==> config.mk <==
export PLATFORM = sky130hd
export DESIGN_NAME = tap_pattern_recorder
export DESIGN_NICKNAME = d
export VERILOG_FILES = /design/src/rtl/tap_pattern_recorder.sv
export SDC_FILE = /design/constraint.sdc
export NUM_CORES = 1
export LEC_CHECK = 0
export BUFFER_PORTS_ARGS = -buffer_cell sky130_fd_sc_hd__buf_2
export CORE_ASPECT_RATIO = 1.4
export CORE_MARGIN = 5
export CORE_UTILIZATION = 50
export CTS_BUF_LIST = sky130_fd_sc_hd__clkbuf_16
export DETAILED_ROUTE_END_ITERATION = 7
export PLACE_DENSITY = 0.67
export RECOVER_POWER = 100
export SLEW_MARGIN = 25
export SYNTH_ARGS = -nofsm -noshare
export SYNTH_HDL_FRONTEND = slang
export SYNTH_SLANG_ARGS = --single-unit
export TNS_END_PERCENT = 50
==> constraint.sdc <==
create_clock -name clk -period 3.7 [get_ports clk]
set_input_delay 0 -clock clk [delete_from_list [all_inputs] [get_ports clk]]
set_output_delay 0 -clock clk [all_outputs]
set_load 0.01 [all_outputs]
==> src/rtl/tap_pattern_recorder.sv <==
// rtl/tap_pattern_recorder.sv - debounced tap keys quantized to the step grid, recorded for one bar and committed
module tap_pattern_recorder #(
    parameter int NUM_STEPS       = 8,
    parameter int DEBOUNCE_CYCLES = 250000,
    parameter int PERIOD_W        = 26
) (
    input  logic                 clk,
    input  logic                 reset,
    input  logic                 step_tick,
    input  logic [2:0]           timing,
    input  logic                 arm,
    input  logic                 clear,
    input  logic [3:0]           tap_n,
    output logic [NUM_STEPS-1:0] ins1,
    output logic [NUM_STEPS-1:0] ins2,
    output logic [NUM_STEPS-1:0] ins3,
    output logic [NUM_STEPS-1:0] ins4,
    output logic                 pat_valid,
    output logic [1:0]           rec_state
);

    localparam int              NUM_KEYS  = 4;
    localparam int              DB_W      = $clog2(DEBOUNCE_CYCLES + 1);
    localparam logic [DB_W-1:0] DB_LAST   = DB_W'(DEBOUNCE_CYCLES - 1);
    localparam logic [2:0]      LAST_STEP = 3'(NUM_STEPS - 1);

    typedef enum logic [1:0] {
        S_IDLE     = 2'd0,
        S_COUNT_IN = 2'd1,
        S_RECORD   = 2'd2,
        S_COMMIT   = 2'd3
    } state_t;

    state_t state, state_nxt;

    logic [NUM_KEYS-1:0] sync1;
    logic [NUM_KEYS-1:0] sync2;
    logic [NUM_KEYS-1:0] db_level;
    logic [NUM_KEYS-1:0] press;
    logic [DB_W-1:0]     db_cnt [NUM_KEYS];

    logic [PERIOD_W-1:0] cyc_cnt;
    logic [PERIOD_W-1:0] period_reg;
    logic [2:0]          cur_step;
    logic [2:0]          q_step;
    logic [NUM_STEPS-1:0] q_mask;

    logic [NUM_STEPS-1:0] shadow    [NUM_KEYS];
    logic [NUM_STEPS-1:0] committed [NUM_KEYS];

    logic bar_start;
    logic do_clear;
    logic do_load;
    logic do_record;
    logic do_commit;

    // Debounce: the level flips only after DEBOUNCE_CYCLES consecutive samples that disagree with it.
    always_ff @(posedge clk) begin
        if (reset) begin
            sync1    <= '1;
            sync2    <= '1;
            db_level <= '1;
            press    <= '0;
            for (int k = 0; k < NUM_KEYS; k++) begin
                db_cnt[k] <= '0;
            end
        end else begin
            sync1 <= tap_n;
            sync2 <= sync1;
            for (int k = 0; k < NUM_KEYS; k++) begin
                press[k] <= 1'b0;
                if (sync2[k] == db_level[k]) begin
                    db_cnt[k] <= '0;
                end else if (db_cnt[k] == DB_LAST) begin
                    db_cnt[k]   <= '0;
                    db_level[k] <= sync2[k];
                    press[k]    <= ~sync2[k];
                end else begin
                    db_cnt[k] <= db_cnt[k] + DB_W'(1);
                end
            end
        end
    end

    always_ff @(posedge clk) begin
        if (reset) begin
            cyc_cnt    <= '0;
            period_reg <= '0;
            cur_step   <= '0;
        end else if (step_tick) begin
            cyc_cnt    <= '0;
            period_reg <= cyc_cnt + PERIOD_W'(1);
            cur_step   <= timing;
        end else if (cyc_cnt != '1) begin
            cyc_cnt <= cyc_cnt + PERIOD_W'(1);
        end
    end

    // A press in the second half of a step belongs to the following step.
    always_comb begin
        q_step = cur_step;
        if (step_tick) begin
            q_step = timing;
        end else if ((period_reg != '0) && (cyc_cnt >= (period_reg >> 1))) begin
            q_step = (cur_step == LAST_STEP) ? 3'd0 : cur_step + 3'd1;
        end
        q_mask         = '0;
        q_mask[q_step] = 1'b1;
    end

    assign bar_start = step_tick && (timing == 3'd0);

    always_ff @(posedge clk) begin
        if (reset) begin
            state <= S_IDLE;
        end else begin
            state <= state_nxt;
        end
    end

    always_comb begin
        state_nxt = state;
        do_clear  = 1'b0;
        do_load   = 1'b0;
        do_record = 1'b0;
        do_commit = 1'b0;
        pat_valid = 1'b0;
        case (state)
            S_IDLE: begin
                if (clear) begin
                    do_clear = 1'b1;
                end else if (arm) begin
                    state_nxt = S_COUNT_IN;
                end
            end
            S_COUNT_IN: begin
                if (bar_start) begin
                    do_load   = 1'b1;
                    state_nxt = S_RECORD;
                end
            end
            S_RECORD: begin
                do_record = 1'b1;
                if (bar_start) begin
                    state_nxt = S_COMMIT;
                end
            end
            S_COMMIT: begin
                do_commit = 1'b1;
                pat_valid = 1'b1;
                state_nxt = S_IDLE;
            end
            default: state_nxt = S_IDLE;
        endcase
    end

    // Shadows start from the committed patterns so a new pass overdubs.
    always_ff @(posedge clk) begin
        if (reset) begin
            for (int k = 0; k < NUM_KEYS; k++) begin
                shadow[k]    <= '0;
                committed[k] <= '0;
            end
        end else begin
            for (int k = 0; k < NUM_KEYS; k++) begin
                if (do_clear) begin
                    committed[k] <= '0;
                end else if (do_commit) begin
                    committed[k] <= shadow[k];
                end
                if (do_load) begin
                    shadow[k] <= committed[k];
                end else if (do_record && press[k]) begin
                    shadow[k] <= shadow[k] | q_mask;
                end
            end
        end
    end

    assign ins1      = committed[0];
    assign ins2      = committed[1];
    assign ins3      = committed[2];
    assign ins4      = committed[3];
    assign rec_state = state;

endmodule

# ---- Yosys cells after proc, flatten, opt, wreduce, memory -nomap -nowiden
# Memory sizes are Yosys's and may differ from the RTL's.
# Index checks and enable logic that the tools add are counted.
dict set report word_totals {
  reg_bits 73
  latch_bits 0
  ramBits 136
  romBits 0
  input_bits 12
  out_inout_bits 35
  word_cells 223
  memories 3
}
dict set report classes {
  n_addsub 6
  mul 0
  div 0
  magnitude_cmp 3
  n_eq_ne 17
  shifts 0
  muxes 116
  n_bitwise 44
  reduce_logical 20
}
# name depth width rd rd_clocked_by_memory_dff wr line_no
set memory_table {}
lappend memory_table {db_cnt 4 18 4 0 4 40} ;# logic [DB_W-1:0] db_cnt [NUM_KEYS];
lappend memory_table {committed 4 8 4 0 4 49} ;# logic [NUM_STEPS-1:0] committed [NUM_KEYS];
lappend memory_table {shadow 4 8 4 0 4 48} ;# logic [NUM_STEPS-1:0] shadow [NUM_KEYS];
# op n
set ops {}
lappend ops {{$mux 18} 12}
lappend ops {{$mux 8} 16}
lappend ops {{$mux 1} 79}
lappend ops {{$add 18x1->18 const B} 4}
lappend ops {{$eq 18x18->1 const B} 4}
lappend ops {{$or 8x8->8} 4}
lappend ops {{$or 1x1->1} 28}
lappend ops {{$add 26x1->26 const B} 1}
lappend ops {{$ge 26x25->1} 1}
lappend ops {{$ne 26x26->1 const B} 1}
lappend ops {{$reduce_bool 26->1} 1}
lappend ops {{$not 1->1} 12}
lappend ops {{$reduce_or 3->1} 4}
lappend ops {{$mux 3} 3}
lappend ops {{$mux 2} 4}
lappend ops {{$ne 2x2->1 const B} 4}
lappend ops {{$pmux 2 s4} 1}
lappend ops {{$reduce_and 2->1} 4}
lappend ops {{$logic_and 1x1->1} 7}
lappend ops {{$eq 1x1->1} 4}
lappend ops {{$eq 2x2->1 const B} 2}
lappend ops {{$lt 3x4->1 const B} 1}
lappend ops {{$reduce_and 4->1} 1}
lappend ops {{$add 3x1->3 const B} 1}
lappend ops {{7 further kinds} 7}

# ---- Logic depth before layout (Yosys ltp)
dict set report depth {
  ltp_word 10
  depth_mapped 11
  mapped_depth_nobuf 10
}

# ---- Worst setup path after synthesis
# No wires, ideal clock.
dict set report synth_path {
  kind {reg2reg}
  start {register cyc_cnt[0]}
  end {memory shadow[3][5], data pin}
  setup_time_ns 0.268
  t_arrival_ns 2.485
  required_time_ns 3.432
  slack_ns 0.947
  stages_incl_launch_ff 11
  path_buffers 0
  period_less_slack_ns 2.753
  path_cell_list {dfxtp_1 > inv_1 > ha_1 > nand2b_1 > a21oi_1 > nor3_1 > o41a_2 > o21ai_2 > mux2_4 > a2111oi_1 > nor3_1}
}
# item line_no
set synth_rtl {}
lappend synth_rtl {{start, declared} 42} ;# logic [PERIOD_W-1:0] cyc_cnt;
lappend synth_rtl {{start signal, assigned} 95} ;# cyc_cnt <= cyc_cnt + PERIOD_W'(1);
lappend synth_rtl {{end, declared} 48}

==> impl_metrics.csv <==
group,metric,value,unit
critical_path,worst_setup_path_end_kind,"flop",
cts,cts_setup_buffers,0,
cts,clk_latency,0.50,ns
critical_path,path_cells,"inv_1 > ha_1 > a21o_1 > a221o_1 > a22oi_1 > o211ai_2 > o2111a_1 > or3_1 > o21ai_0 > a31oi_1",
drt,dr.first_iter.drc_count,430,
synth,synth.distinct_cells,53,
cts,clk_path_buf_depth,3,
drt,postRouteAntennaNets,0,
placement,place_area,11000,um^2
synth,synth-main-ff-cell,"edfxtp_1",
cts,cts_tree,"yes",
layout,syn_to_final_growth,12.95,%
synth,ys_top_cells_by_count,"138 x nor2_1, 136 x edfxtp_1, 73 x dfxtp_1",
layout,num_antenna_cells,0,
floorplan,fp-row-count,62,
critical_path,crit_start,"period_reg[12]",
cts,clockRootBuffer,"clkbuf_16",
placement,place_hpwl,14610,um
timing,fin_ws,0.5785,ns
grt,grt_max_degree,60,
layout,top_regs,"db_cnt x72, committed x32, shadow x32",
critical_path,critPathSlowestCell,"or3_1",
drt,route.detailed.drc,0,
layout,fin_area,11620,um^2
run_status,outcome,"completed",
critical_path,path_max_fanout,12,
worst_hold_path,holdCritStartpoint,"step_tick",
pwr,ir_drop,0.3402,mV
timing,relSlewSlack,22.57,%
cts,cts_resized,0,
synth,yosysSeqAreaShare,53.88,%
synth,async_flop_share,0,%
timing,slew_violations,0,
timing,holdWs,0.02674,ns
synth,yosysTopAreaCell,"edfxtp_1",
layout,utilization,56.97,%
floorplan,dieArea,23590,um^2
drt,routed_wl,20700,um
cts,clock-sinks,209,
layout,largest_reg_flops,72,
timing,hold_viol,0,
layout,nets,1165,
synth,synth_edf_count,136,
critical_path,crit_type,"reg2reg",
timing,finalSetupViolations,0,
layout,top_register,"db_cnt",
job,cap_violations,0,
synth,ys_warn_count,0,
cts,clkTransAtPathRegs,0.07,ns
critical_path,required,3.93,ns
synth,netlist_area,10290,um^2
timing,max_freq,320.4,MHz
synth,synth.avg_cell_area,10.30,um^2
grt,grt-ovfl-total,0,
grt,first_global_vias,7404,
floorplan,die_x,131.3,um
drt,num_vias,7453,
critical_path,max_stage_delay,0.57,ns
floorplan,core_area,20400,um^2
grt,grt_use_total,17.15,%
floorplan,num_io_pins,47,
cts,cts_made_buffers,21,
placement,place_congestion,0.8187,
layout,num-fill-cells,1819,
critical_path,rr_startpoint,"period_reg[12]",
grt,antenna_found_initial,0,
timing,fin_crit_sh,84.36,%
pwr,pwr_density_cell,450.0,nW/um^2
cts,htreeDepth,1,
timing,layout_min_cycle_time,3.121,ns
timing,worst_slew_pin_slew,1.161,ns
worst_hold_path,worstHoldPathType,"in2reg",
synth,syn_inst,999,
synth,synth_top_area_share,39.68,%
critical_path,worstPathArrival,3.35,ns
pwr,p_leak,4.287,nW
drt,post_drt_wl_per_cell,14.93,um
drt,vias_per_cell,5.377,
grt,grt_pass1_wl,35000,um
cts,hold_buffers,8,
timing,grt_setup_unrepaired,"no",
floorplan,start_util,50.44,%
critical_path,start_kind,"flop",
placement,placement.io_buffers,46,
synth,yosysMostFrequentCell,"nor2_1",
timing,fin_skew,0.01628,ns
synth,ys_ff_latch,209,
timing,fin_tns_setup,0,ns
placement,post-place-ws,0.7889,ns
drt,dr.pass1.iters,5,
layout,drive_gt1_share,4.690,%
floorplan,die_h,179.8,um
synth,synthTopCellsByArea,"edfxtp_1 40%, dfxtp_1 14%, nor2_1 5.0%, ha_1 4.6%, xnor2_1 3.8%",
## final timing paths
kind | endpoint | slack, ns | cells past startpoint
max reg2reg | shadow[1][4] | 0.58 | 10
max | shadow[1][4] | 0.58 | 10
min reg2reg | sync2[1] | 0.41 | 1
min | cur_step[2] | 0.03 | 4
## placed cells by master (no fill, tap or decap), drive strengths merged, types with 7 or more instances in the layout
cell type | netlist | layout
a31oi | 14 | 14
and3 | 23 | 23
dlygate4sd3 | 0 | 8
clkbuf | 31 | 65
ha | 38 | 38
and2 | 35 | 35
nand2 | 55 | 55
nor4 | 12 | 12
nand3 | 44 | 44
o21ai | 33 | 33
or2 | 8 | 8
a21oi | 55 | 55
a22oi | 17 | 17
dfxtp | 73 | 73
nor4b | 7 | 7
nor2 | 139 | 139
buf | 11 | 12
nor3 | 18 | 18
mux2i | 10 | 10
a211oi | 32 | 32
and4 | 8 | 8
or3 | 13 | 13
edfxtp | 136 | 136
nand4 | 18 | 18
xnor2 | 45 | 45
xor2 | 42 | 42
inv | 52 | 60
conb | 1 | 72
clkinv | 1 | 7
## per-layer routing
metal	part of all wire, %	track usage (%)	wire length (um)	vias to the layer above
met2	50	31.02	10430	143
li1	-	-	-	3728
met5	0	0	0	-
met3	4.5	2.740	927	50
met4	3.4	6.299	706	0
met1	42	20.45	8634	3532
## stage by stage
stage | instances | total power [mW]
after floorplan | 1070 | 3.116
after global placement | 1340 | 3.309
after detailed placement | 1340 | 3.320
after CTS | 1386 | 5.311
after global routing | 1386 | 5.451
final | 1386 | 5.230
## logic make-up after synthesis
family | count (synthesis) | synth area share, %
AND/OR/NAND/NOR | 392 | 19.08
adder cells (fa/ha/maj) | 38 | 4.620
flip-flops | 209 | 53.88
buffers and inverters | 95 | 3.684
multiplexers | 11 | 1.119
other | 1 | 0.03644
AO/OA/AOI/OAI | 166 | 10.18
XOR/XNOR | 87 | 7.404
## where the power goes
group / internal (mW) / switching [mW] / leakage, nW / total, mW
logic: 0.159 / 0.305 / 1.94 / 0.464
registers: 2.66 / 0.126 / 2.02 / 2.79
clock network: 1.10 / 0.878 / 0.329 / 1.98
## final cells by class
cell class	count	area [um^2]	share of cell area (%)
clock buffers	21	525.5	4.521
clock inverters	17	105.1	0.9042
inverters	53	198.9	1.712
multi-input cells	766	4613	39.69
flip-flops and latches	209	5545	47.71
well taps	256	320.3	2.756
repair buffers	64	315.3	2.713
## critical path, delay by kind of cell, from the launching register on
kind	cells	cell delay, ns
buffers and inverters	1	0.06
adders and majority gates	1	0.28
AOI/OAI and AO/OA	7	1.57
and+or+nand+nor	1	0.57
DFF	1	0.37
(Power assumes the default switching activity.)
